$ cat src/rtl/regfile_pkg.sv
// Shared definitions for the parameterised register file: default sizing
// and the flush-sequencer state encoding.
package regfile_pkg;

    localparam int DATA_W_DEF   = 32;
    localparam int DEPTH_DEF    = 32;
    localparam int ZERO_REG_DEF = 1;

    // Flush sequencer: IDLE accepts writes, DRAIN lets the pending write
    // land, SWEEP clears one register per cycle.
    typedef enum logic [1:0] {
        IDLE  = 2'd0,
        DRAIN = 2'd1,
        SWEEP = 2'd2
    } state_e;

endpackage

$ cat src/rtl/regfile_param_rd.sv
// One read port: forwards the pending write when it targets this address,
// otherwise returns the array word; forces 0 during a flush and for the
// hard-wired zero register.
module rf_read_port #(
    parameter int DATA_W   = 32,
    parameter int ADDR_W   = 5,
    parameter int ZERO_REG = 1
) (
    input  logic [ADDR_W-1:0] rd_addr,
    input  logic [DATA_W-1:0] arr_data,
    input  logic              pend_valid,
    input  logic [ADDR_W-1:0] pend_addr,
    input  logic [DATA_W-1:0] pend_data,
    input  logic              busy,
    output logic [DATA_W-1:0] rd_data
);

    logic zero_addr;
    logic hit;

    // Bypass compare and output select; zero-register and flush gating win.
    always_comb begin
        zero_addr = (ZERO_REG != 0) && (rd_addr == '0);
        hit       = pend_valid && (pend_addr == rd_addr);
        rd_data   = arr_data;
        if (busy || zero_addr) begin
            rd_data = '0;
        end else if (hit) begin
            rd_data = pend_data;
        end
    end

endmodule

$ cat src/rtl/regfile_param.sv
// Parameterised 2-read / 1-write register file with a one-deep write
// pipeline (pending entry forwarded to the read ports) and a flush
// sequencer that clears every register one index per cycle.
module regfile_param
    import regfile_pkg::*;
#(
    parameter int DATA_W   = DATA_W_DEF,
    parameter int DEPTH    = DEPTH_DEF,
    parameter int ZERO_REG = ZERO_REG_DEF
) (
    input  logic                     clk,
    input  logic                     clrn,
    input  logic                     wr_en,
    input  logic [$clog2(DEPTH)-1:0] wr_addr,
    input  logic [DATA_W-1:0]        wr_data,
    input  logic [$clog2(DEPTH)-1:0] rd_addr_a,
    output logic [DATA_W-1:0]        rd_data_a,
    input  logic [$clog2(DEPTH)-1:0] rd_addr_b,
    output logic [DATA_W-1:0]        rd_data_b,
    input  logic                     flush_req,
    output logic                     flush_busy
);

    localparam int ADDR_W = $clog2(DEPTH);

    state_e              state_q, state_d;
    logic [ADDR_W-1:0]   cnt_q, cnt_d;
    logic                pend_valid_q, pend_valid_d;
    logic [ADDR_W-1:0]   pend_addr_q, pend_addr_d;
    logic [DATA_W-1:0]   pend_data_q, pend_data_d;
    logic [DATA_W-1:0]   mem_q [DEPTH];
    logic [DATA_W-1:0]   mem_d [DEPTH];
    logic                busy;
    logic                commit_en;

    // Busy flag and commit qualifier; writes to a hard-wired zero register are dropped.
    always_comb begin
        busy       = (state_q != IDLE);
        flush_busy = busy;
        commit_en  = pend_valid_q && !((ZERO_REG != 0) && (pend_addr_q == '0));
    end

    // Flush sequencer next state and sweep counter.
    always_comb begin
        state_d = state_q;
        cnt_d   = cnt_q;
        case (state_q)
            IDLE: begin
                if (flush_req) begin
                    state_d = DRAIN;
                end
            end
            DRAIN: begin
                cnt_d   = '0;
                state_d = SWEEP;
            end
            SWEEP: begin
                cnt_d = cnt_q + ADDR_W'(1);
                if (cnt_q == ADDR_W'(DEPTH - 1)) begin
                    state_d = IDLE;
                end
            end
            default: begin
                state_d = IDLE;
            end
        endcase
    end

    // Write capture: a new request is taken only when no flush is running.
    always_comb begin
        pend_valid_d = wr_en && !busy;
        pend_addr_d  = pend_addr_q;
        pend_data_d  = pend_data_q;
        if (pend_valid_d) begin
            pend_addr_d = wr_addr;
            pend_data_d = wr_data;
        end
    end

    // Array update: commit the pending entry, then apply the sweep clear.
    always_comb begin
        for (int i = 0; i < DEPTH; i++) begin
            mem_d[i] = mem_q[i];
            if (commit_en && (pend_addr_q == ADDR_W'(i))) begin
                mem_d[i] = pend_data_q;
            end
            if ((state_q == SWEEP) && (cnt_q == ADDR_W'(i))) begin
                mem_d[i] = '0;
            end
        end
    end

    // State registers with asynchronous clear of everything.
    always_ff @(posedge clk or posedge clrn) begin
        if (clrn) begin
            state_q      <= IDLE;
            cnt_q        <= '0;
            pend_valid_q <= 1'b0;
            pend_addr_q  <= '0;
            pend_data_q  <= '0;
            for (int i = 0; i < DEPTH; i++) begin
                mem_q[i] <= '0;
            end
        end else begin
            state_q      <= state_d;
            cnt_q        <= cnt_d;
            pend_valid_q <= pend_valid_d;
            pend_addr_q  <= pend_addr_d;
            pend_data_q  <= pend_data_d;
            mem_q        <= mem_d;
        end
    end

    rf_read_port #(
        .DATA_W   (DATA_W),
        .ADDR_W   (ADDR_W),
        .ZERO_REG (ZERO_REG)
    ) u_rd_a (
        .rd_addr    (rd_addr_a),
        .arr_data   (mem_q[rd_addr_a]),
        .pend_valid (pend_valid_q),
        .pend_addr  (pend_addr_q),
        .pend_data  (pend_data_q),
        .busy       (busy),
        .rd_data    (rd_data_a)
    );

    rf_read_port #(
        .DATA_W   (DATA_W),
        .ADDR_W   (ADDR_W),
        .ZERO_REG (ZERO_REG)
    ) u_rd_b (
        .rd_addr    (rd_addr_b),
        .arr_data   (mem_q[rd_addr_b]),
        .pend_valid (pend_valid_q),
        .pend_addr  (pend_addr_q),
        .pend_data  (pend_data_q),
        .busy       (busy),
        .rd_data    (rd_data_b)
    );

endmodule

$ cat config.mk
export PLATFORM = sky130hd
export DESIGN_NAME = regfile_param
export DESIGN_NICKNAME = d
export VERILOG_FILES = /design/src/rtl/regfile_pkg.sv /design/src/rtl/regfile_param_rd.sv /design/src/rtl/regfile_param.sv
export SDC_FILE = /design/constraint.sdc
export NUM_CORES = 2
export LEC_CHECK = 0
export CORE_UTILIZATION = 40
export DETAILED_ROUTE_END_ITERATION = 6
export PLACE_DENSITY_LB_ADDON = 0.3
export SLEW_MARGIN = 30
export SYNTH_ARGS = -nofsm -noshare
export SYNTH_HDL_FRONTEND = slang
export SYNTH_SLANG_ARGS = --single-unit
$ cat constraint.sdc
create_clock -name clk -period 60.3 [get_ports clk]
set_input_delay 12.06 -clock clk [delete_from_list [all_inputs] [get_ports clk]]
set_output_delay 12.06 -clock clk [all_outputs]
set_load 0.005 [all_outputs]
==> results.json <==
{
  "cp-start-kind": "input pin",
  "hold_viol_final": 0,
  "via_per_inst": 7.309,
  "finalSetupViolCount": 0,
  "crit_fanout": 78,
  "synthCells": 4225,
  "drv_cap": 0,
  "critical_path.max_stage_delay_ns": 0.73,
  "worstSetupPathType": "input pin to output port",
  "die_y_um": 374.7,
  "port_buffers": 115,
  "grt_max_degree": 174,
  "period_minus_slack_ns": 28.89,
  "finalCritPeriodShare": 0.4791,
  "synth_nets": 4286,
  "max_freq_mhz": 34.62,
  "fin_area_mm2": 0.06260,
  "post_cts_buffers": 0,
  "synth_edf_count": 0,
  "setup_tns_ns": 0,
  "dieWidth_um": 374.7,
  "vias": 43557,
  "async_flop_share": 1.000,
  "io-pin-count": 116,
  "slew_headroom": 0.2863,
  "rows": 136,
  "first_global_vias": 42940,
  "ys_ff_latch": 1069,
  "ir_drop_v": 0.00003176,
  "synth_area_mm2": 0.05557,
  "p_per_area_mw_per_mm2": 44.45,
  "grt_overflow": 0,
  "clock-root-buffer": "clkbuf_16",
  "hold_path_class": "register to register",
  "power_mw": 2.782,
  "critPathSlowestCell": "buf_4",
  "finalNetCount": 4131,
  "cp_cell_sequence": "buf_8 > buf_4 > buf_6 > buf_4 > mux4_2 > a22oi_1 > o21ai_1 > a221o_1 > clkdlybuf4s50_1",
  "start_util": 0.4036,
  "p_leak_nw": 26.77,
  "dr_wl_met3_um": 25750,
  "grt_pass1_wl_um": 315600,
  "place_area_mm2": 0.05847,
  "skew_ns": 0.04062,
  "clk_pin_slew_ns": 0.06,
  "path_common_cell": "buf_4",
  "synth_cell_types": 49,
  "dieArea_mm2": 0.1404,
  "ys_seq_area_frac": 0.4814,
  "syn_to_final_growth_pct": 12.65,
  "antenna_found_initial": 5,
  "cts_resized": 0,
  "m1WireLength_um": 82560,
  "clock-sinks": 1069,
  "fillers": 12148,
  "finalWeightedCongestion": 0.8720,
  "cts-buffers-inserted": 116,
  "wire_per_inst_um": 36.55,
  "dp_cells": 5740,
  "drc": 0,
  "outcome": "complete, no violations",
  "ctsHoldBuffers": 0,
  "fp.coreArea_mm2": 0.1377,
  "end_kind": "output port",
  "drtIter0Drc": 5945,
  "first_pass_iters": 6,
  "worstSkewPairLatency_ns": 0.74,
  "synth_ff_type": "dfrtp_1",
  "clock_tree.htree_level_count": 3,
  "worst_pin_slew_ns": 1.071,
  "final_common_cell": "dfrtp_1",
  "cp.required_ns": 48.24,
  "mostFrequentLayoutCells": "1066 x dfrtp_1, 992 x a22o_1, 348 x mux4_2",
  "finalNonFillerCells": 5959,
  "cp_data_arrival_time_ns": 16.83,
  "drt-total-wl_um": 217800,
  "rsz0062_at_grt": "no",
  "detailed_place_hpwl_um": 119600,
  "syn_area_per_cell_um2": 13.15,
  "wl_met2_um": 96900,
  "ant_nets": 0,
  "final_max_slew_viol_count": 0,
  "top_layer": "met5",
  "cts.path.max_buffers": 3,
  "yosysWarnings": 0,
  "grt.total_usage": 0.3070,
  "layout-drive-gt1-share": 0.2179,
  "cts_tree": "built"
}
-- per-layer routing --
metal  vias to the layer above  GRT usage
met5                         -          0
met4                         4     0.1499
met3                       784    0.08149
met2                      3157     0.4642
met1                     22873     0.4089
li1                      16739          -
-- final timing paths --
path                           startpoint             end  slack, ns  cells after the start
min reg2reg                pend_data_q[0]  pend_data_q[0]       0.51                      1
max in group asynchronous            clrn  pend_data_q[8]      45.55                      6
max reg2reg                    state_q[0]      mem_q[587]      56.94                      7
min in group asynchronous            clrn        cnt_q[0]      11.84                      2
min                        pend_data_q[0]  pend_data_q[0]       0.51                      1
max                          rd_addr_a[0]    rd_data_a[1]      31.41                      9
-- cell usage after synthesis (62+ instances only) --
cell type	n	area, um^2
a22o_1	992	8688
o21ai_0	84	420.4
a21oi_1	80	400.4
mux2i_1	272	2723
buf_2	133	665.6
dfrtp_1	1069	26750
mux4_2	348	7838
a221oi_1	132	1156
mux2_2	101	1137
clkbuf_1	339	1272
nor2_1	89	334.1
a22oi_1	139	1044
a221o_1	62	620.6
-- sequential cells by signal, indices dropped and copies added, names as in the netlist --
register      flops
pend_valid_q      1
pend_data_q      32
mem_q          1024
cnt_q             5
state_q           2
pend_addr_q       5
-- stage by stage --
stage	setup slack (ns)	hold WS [ns]	util
2_1_floorplan	18.15	0.4666	-
3_3_place_gp	31.19	0.4856	0.4243
3_5_place_dp	31.14	0.4934	0.4247
4_1_cts	31.13	0.5065	0.4534
5_1_grt	31.13	0.5267	0.4547
6_report	31.41	0.5089	0.4547
-- worst max-delay path: cells and delay by family --
family / cells / cell delay, ns
mux: 1 / 0.58
compound gates: 3 / 0.86
buf+inv: 5 / 3.14
-- cell type report --
| type | count | area (um^2) | area share |
|---|---|---|---|
| Antenna cell | 2 | 5.005 | 0.00007995 |
| Clock buffer | 159 | 3247 | 0.05187 |
| Clock inverter | 52 | 703.2 | 0.01123 |
| Inverter | 16 | 75.07 | 0.001199 |
| Multi-Input combinational cell | 2577 | 26900 | 0.4297 |
| Sequential cell | 1069 | 26750 | 0.4274 |
| Tap cell | 1794 | 2245 | 0.03586 |
| Timing Repair Buffer | 290 | 2670 | 0.04265 |
-- cells by family after synthesis --
family	count (synthesis)	synth area share
compound gates	1589	0.2356
flops	1069	0.4814
mux	721	0.2105
buf+inv	579	0.04632
simple gates	247	0.02234
xor+xnor	10	0.001576
fa+ha+maj	10	0.002252
-- power breakdown --
| part | total, mW | switching [mW] | internal [mW] |
|---|---|---|---|
| sequential | 1.17 | 0.220 | 0.951 |
| combinational | 0.856 | 0.427 | 0.429 |
| clock | 0.755 | 0.315 | 0.440 |
(Power assumes the default switching activity.)
